<file path="config.mk">
export PLATFORM = sky130hd
export DESIGN_NAME = audio_pdm_out_flat
export DESIGN_NICKNAME = d
export VERILOG_FILES = /design/src/rtl/audio_pdm_out_if.sv /design/src/rtl/audio_pdm_out.sv /design/src/flat_wrapper.sv
export SDC_FILE = /design/constraint.sdc
export NUM_CORES = 1
export LEC_CHECK = 0
export ABC_AREA = 1
export CORE_ASPECT_RATIO = 1.5
export CORE_UTILIZATION = 35
export DETAILED_ROUTE_END_ITERATION = 16
export GPL_TIMING_DRIVEN = 1
export HOLD_SLACK_MARGIN = 0.15
export PLACE_DENSITY_LB_ADDON = 0.25
export SETUP_SLACK_MARGIN = 0.5
export SYNTH_ARGS = -nofsm -noshare
export SYNTH_HDL_FRONTEND = slang
export SYNTH_SLANG_ARGS = --single-unit
</file>
<file path="constraint.sdc">
create_clock -name clk -period 7.7 [get_ports clk]
set_clock_uncertainty 0.15 [all_clocks]
set_input_delay 1.54 -clock clk [delete_from_list [all_inputs] [get_ports clk]]
set_output_delay 1.54 -clock clk [all_outputs]
set_load 0.01 [all_outputs]
</file>
<file path="src/rtl/audio_pdm_out_if.sv">
//------------------------------------------------------------------------------
// audio_pdm_out_if : valid/ready stream of signed 16-bit PCM samples
// Rev 1.0
//------------------------------------------------------------------------------
`default_nettype none

interface audio_pdm_out_if;
  logic        in_valid;
  logic        in_ready;
  logic [15:0] in_data;

  modport master (output in_valid, output in_data, input  in_ready);
  modport slave  (input  in_valid, input  in_data, output in_ready);
endinterface

`default_nettype wire

</file>
<file path="src/rtl/audio_pdm_out.sv">
//------------------------------------------------------------------------------
// audio_pdm_out : PCM sample FIFO feeding a 2nd-order delta-sigma PDM modulator
// Option macro: AUDIO_PDM_OUT_SMOOTH_EN (one-pole interpolating low-pass on x)
// Rev 1.0
//------------------------------------------------------------------------------
`default_nettype none

module audio_pdm_out #(
  parameter int W     = 24,
  parameter int DEPTH = 4,
  parameter int SHIFT = 4
) (
  input  logic                   clk,
  input  logic                   rst_n,
  input  logic                   stb_bit_i,
  input  logic                   stb_pcm_i,
  audio_pdm_out_if.slave         s_if,
  output logic                   pdm_out_o,
  output logic                   underrun_o,
  input  logic                   clr_underrun_i,
  output logic [$clog2(DEPTH):0] level_o
);
  localparam int AW = $clog2(DEPTH);
  localparam logic [AW:0]           C_FULL   = (AW+1)'(DEPTH);
  localparam logic signed [W+1:0]   C_SAT_HI = (W+2)'((1 << (W-2)) - 1);
  localparam logic signed [W+1:0]   C_SAT_LO = -C_SAT_HI - (W+2)'(1);
  localparam logic signed [W+1:0]   C_FB_MAG = (W+2)'(32768);

  logic [15:0]          mem_q [DEPTH];
  logic [AW-1:0]        wr_ptr_q, wr_ptr_d, rd_ptr_q, rd_ptr_d;
  logic [AW:0]          level_q, level_d;
  logic signed [15:0]   tgt_q, tgt_d;
  logic signed [W-1:0]  i1_q, i1_d, i2_q, i2_d;
  logic                 pdm_q, pdm_d;
  logic                 underrun_q, underrun_d;

  logic                 w_push, w_pop;
  logic signed [15:0]   w_popped;
  logic signed [W-1:0]  w_xs;
  logic signed [W+1:0]  w_fb, w_sum1, w_sum2;
  logic signed [W-1:0]  w_i1n, w_i2n;

  assign s_if.in_ready = (level_q != C_FULL);
  assign w_push        = s_if.in_valid && (level_q != C_FULL);
  assign w_pop         = stb_pcm_i && (level_q != '0);
  assign w_popped      = mem_q[rd_ptr_q];

  assign level_o    = level_q;
  assign pdm_out_o  = pdm_q;
  assign underrun_o = underrun_q;

`ifdef AUDIO_PDM_OUT_SMOOTH_EN
  // x carries 8 fractional bits; diff needs one extra bit to avoid wrap
  logic signed [W-1:0] x_q, x_d;
  logic signed [W:0]   w_diff;

  assign w_xs   = x_q >>> 8;
  assign w_diff = ((W+1)'(tgt_q) <<< 8) - (W+1)'(x_q);

  always_comb begin
    x_d = x_q;
    if (stb_bit_i) x_d = x_q + W'(w_diff >>> SHIFT);
  end
`else
  logic signed [15:0] x_q, x_d;

  assign w_xs = W'(x_q);

  always_comb begin
    x_d = x_q;
    if (w_pop) x_d = w_popped;
  end
`endif

  always_comb begin
    w_fb   = pdm_q ? C_FB_MAG : -C_FB_MAG;
    w_sum1 = (W+2)'(i1_q) + (W+2)'(w_xs) - w_fb;
    if (w_sum1 > C_SAT_HI)      w_i1n = W'(C_SAT_HI);
    else if (w_sum1 < C_SAT_LO) w_i1n = W'(C_SAT_LO);
    else                        w_i1n = W'(w_sum1);
    w_sum2 = (W+2)'(i2_q) + (W+2)'(w_i1n) - w_fb;
    if (w_sum2 > C_SAT_HI)      w_i2n = W'(C_SAT_HI);
    else if (w_sum2 < C_SAT_LO) w_i2n = W'(C_SAT_LO);
    else                        w_i2n = W'(w_sum2);
  end

  always_comb begin
    wr_ptr_d   = wr_ptr_q;
    rd_ptr_d   = rd_ptr_q;
    level_d    = level_q;
    tgt_d      = tgt_q;
    i1_d       = i1_q;
    i2_d       = i2_q;
    pdm_d      = pdm_q;
    underrun_d = underrun_q;
    if (w_push) wr_ptr_d = wr_ptr_q + 1'b1;
    if (w_pop) begin
      rd_ptr_d = rd_ptr_q + 1'b1;
      tgt_d    = w_popped;
    end
    case ({w_push, w_pop})
      2'b10:   level_d = level_q + 1'b1;
      2'b01:   level_d = level_q - 1'b1;
      default: level_d = level_q;
    endcase
    // set has priority over clear
    if (stb_pcm_i && (level_q == '0)) underrun_d = 1'b1;
    else if (clr_underrun_i)          underrun_d = 1'b0;
    if (stb_bit_i) begin
      i1_d  = w_i1n;
      i2_d  = w_i2n;
      pdm_d = ~w_i2n[W-1];
    end
  end

  always_ff @(posedge clk) begin
    if (w_push) mem_q[wr_ptr_q] <= s_if.in_data;
  end

  always_ff @(posedge clk or negedge rst_n) begin
    if (!rst_n) begin
      wr_ptr_q   <= '0;
      rd_ptr_q   <= '0;
      level_q    <= '0;
      tgt_q      <= '0;
      x_q        <= '0;
      i1_q       <= '0;
      i2_q       <= '0;
      pdm_q      <= 1'b0;
      underrun_q <= 1'b0;
    end else begin
      wr_ptr_q   <= wr_ptr_d;
      rd_ptr_q   <= rd_ptr_d;
      level_q    <= level_d;
      tgt_q      <= tgt_d;
      x_q        <= x_d;
      i1_q       <= i1_d;
      i2_q       <= i2_d;
      pdm_q      <= pdm_d;
      underrun_q <= underrun_d;
    end
  end
endmodule

`default_nettype wire

</file>
<file path="src/flat_wrapper.sv">
// flat-port wrapper written by rule: the top's interface ports become plain ports
module audio_pdm_out_flat 
#(
  parameter int W     = 24,
  parameter int DEPTH = 4,
  parameter int SHIFT = 4
)
  (clk, rst_n, stb_bit_i, stb_pcm_i, pdm_out_o, underrun_o, clr_underrun_i, level_o, s_if_in_valid, s_if_in_data, s_if_in_ready);
  audio_pdm_out_if s_if_i ();
  input  logic clk;
  input  logic rst_n;
  input  logic stb_bit_i;
  input  logic stb_pcm_i;
  output logic pdm_out_o;
  output logic underrun_o;
  input  logic clr_underrun_i;
  output logic [$clog2(DEPTH):0] level_o;
  input wire logic [$bits(s_if_i.in_valid)-1:0] s_if_in_valid;
  input wire logic [$bits(s_if_i.in_data)-1:0] s_if_in_data;
  output wire logic [$bits(s_if_i.in_ready)-1:0] s_if_in_ready;
  assign s_if_i.in_valid = s_if_in_valid;
  assign s_if_i.in_data = s_if_in_data;
  assign s_if_in_ready = s_if_i.in_ready;
  audio_pdm_out #(.W(W), .DEPTH(DEPTH), .SHIFT(SHIFT)) u_core (.clk(clk), .rst_n(rst_n), .stb_bit_i(stb_bit_i), .stb_pcm_i(stb_pcm_i), .s_if(s_if_i), .pdm_out_o(pdm_out_o), .underrun_o(underrun_o), .clr_underrun_i(clr_underrun_i), .level_o(level_o));
endmodule
</file>
==> impl_metrics.tcl <==
set metrics [dict create \
    status "finished clean" \
    track_usage 0.180 \
    first_pass_iters 6 \
    synthXorXnorAreaFrac 0.0567 \
    yosys.cell_types.count 43 \
    cp_data_required_time_ns 7.86 \
    row_count 72 \
    netlist_instances 1054 \
    first_global_vias 7425 \
    final_core_util 0.454 \
    yosys_warnings 0 \
    maxSlewViolCount 0 \
    whs_path_depth 2 \
    routedWlPerCell_um 15.5 \
    hold_viol_final 0 \
    fp.dieH_um 200 \
    rr_startpoint "u_core.x_q[0]" \
    r2r_end "u_core.i2_q[11]" \
    io_pins 28 \
    finalSetupTns_ns 0 \
    worst-path-max-fanout 7 \
    mostFrequentLayoutCells "164 x nand2_1, 134 x nor2_1, 83 x inv_1" \
    max_freq_mhz 138 \
    crit_top_cell "nand2_2" \
    ys_ff_latch 137 \
    cp-end-kind "register" \
    clock_sinks 137 \
    drc_errors 0 \
    area_growth_pct 27.7 \
    io_buffers 27 \
    gr-total-overflow 0 \
    cts_inserted_buffers 17 \
    die_w_um 134 \
    layout_commonest_cell "nand2_1" \
    post_synth.cell_area_avg_um2 8.65 \
    finalSetupViolations 0 \
    period_share 0.939 \
    crit_type "register to register" \
    hold_class "register to register" \
    min_from "u_core.i1_q[22]" \
    nets 1247 \
    synth_area_leaders "edfxtp_1 21%, dfrtp_1 20%, ha_1 10%" \
    cts_root_buf "clkbuf_16" \
    synth_top_family_by_area "simple AND/OR/NAND/NOR gates" \
    cp.arrival_ns 7.39 \
    slowest_stage "ha_2" \
    synth_compound_area_frac 0.127 \
    synth_nets 1155 \
    clk_pin_slew_ns 0.06 \
    cts_tree "done" \
    synthMuxAreaShare 0 \
    avgViaCountPerCell 4.91 \
    core_um2 25700 \
    synth_ff_type "dfrtp_1" \
    async_flop_share 0.533 \
    final_cells 1492 \
    antenna_left 0 \
    synth_edf_count 64 \
    route.vias.total 7325 \
    synth-adder-area-share 0.113 \
    wl_mm 23.1 \
    ys_seq_area_frac 0.411 \
    worstMarginPinSlew_ns 0.942 \
    netlist_area_um2 9110 \
    cts_buffer_depth 2 \
    holdWs_ns 0.341 \
    cts_hold_buf 0 \
    die_area_um2 26700 \
    hpwl_mm 16.0 \
    crit_path_start_kind "register" \
    start_util 0.355 \
    worst_path_largest_cell_delay_ns 0.39 \
    synthSimpleGateAreaFrac 0.226 \
    drive_above_1_share 0.281 \
    slew_headroom 0.372 \
    ff2ff_path_depth 48 \
    diodes 0 \
    synth_area_leader_cell "edfxtp_1" \
    h-tree-depth 4 \
    grt_pass1_wl_mm 37.1 \
    grt_max_degree 66 \
    rsz0062_at_grt "yes" \
    antenna_found_initial 0 \
    min_period_ns 7.23 \
    insertion_delay_ns 0.43 \
    first_iter_violations 275 \
    maxCapViolCount 0 \
    min_to "u_core.i1_q[22]" \
    ff2ff_setup_slack_ns 0.47 \
    dp_cells 1408 \
    gp_congestion 0.858 \
    crit_start "u_core.x_q[0]" \
    synth.top_cell.area_share 0.211 \
]
per-layer routing:
metal / vias to the layer above / GRT usage / share of wire
met4: 0 / 0.104 / 0.052
met1: 3442 / 0.183 / 0.39
li1: 3700 / - / -
met2: 119 / 0.347 / 0.54
met3: 64 / 0.0251 / 0.019
met5: - / 0 / 0
worst max-delay path by stage:
stage | to
floorplan | u_core.i2_q[0]
global placement | u_core.i2_q[1]
detailed placement | u_core.i2_q[2]
CTS | u_core.i2_q[0]
global route | u_core.i2_q[11]
finish | u_core.i2_q[11]
layout make-up:
| class | instances | area [um2] |
|---|---|---|
| inverter | 98 | 368 |
| fill | 2485 | 14000 |
| sequential | 137 | 3750 |
| multi-input combinational | 790 | 5450 |
| clock inverter | 13 | 168 |
| tap | 333 | 417 |
| timing repair buffer | 102 | 1050 |
| clock buffer | 19 | 443 |
state kept, by name (all words and copies together) (netlist names):
register           cells
u_core.i1_q           24
u_core.i2_q           24
u_core.level_o         3
u_core.mem_q          64
u_core.pdm_out_o       1
u_core.rd_ptr_q        2
u_core.underrun_o      1
u_core.wr_ptr_q        2
u_core.x_q            16
stage by stage:
step	area, um2	setup WS, ns
floorplan	9150	0.514
global placement	9790	-0.0667
detailed placement	9790	-0.0869
CTS	10900	0.368
global route	11600	0.00713
finish	11600	0.473
logic make-up (layout without fill, tap and decap cells):
group / after synthesis / in the layout
flip-flops: 137 / 137
buffers and inverters: 127 / 232
AO/OA/AOI/OAI: 195 / 195
adder cells (fa/ha/maj): 79 / 79
AND/OR/NAND/NOR: 457 / 457
XOR/XNOR: 59 / 59
cell usage after synthesis, types with 2 or more instances:
library cell	n
nand2_1	189
a21oi_4	2
xnor2_1	19
o21ai_0	54
o21bai_1	7
nand4_1	5
nand3_2	6
nand2_2	68
buf_6	5
nand2_4	3
nor2_4	2
clkbuf_8	3
inv_2	4
a31oi_1	21
edfxtp_1	64
a21o_1	5
o31ai_1	3
o21ai_1	7
fa_1	5
o211ai_1	2
nand3_1	30
dfrtp_1	73
a21oi_2	21
inv_1	93
nor3_1	8
xor2_1	40
ha_1	74
nor4_1	3
buf_12	3
clkbuf_1	16
a21oi_1	70
nor2_1	138
worst max-delay path, delay by kind of cell (launching register included):
kind	cells	cell delay [ns]
AO/OA/AOI/OAI	15	2.14
adder cells (fa/ha/maj)	5	1.59
flip-flops	1	0.38
XOR/XNOR	3	0.46
buffers and inverters	8	0.94
AND/OR/NAND/NOR	17	1.42
what timing repair did:
item | CTS | global route
gates resized for setup | 35 | 112
gates cloned | 3 | 4
setup endpoints to repair | 25 | 25
pin swaps | 42 | 77
buffers inserted | 29 | 16
Power is left out: the tool's default activity adds up to more than one toggle a clock period on the data nets, which glitch-free logic cannot reach.
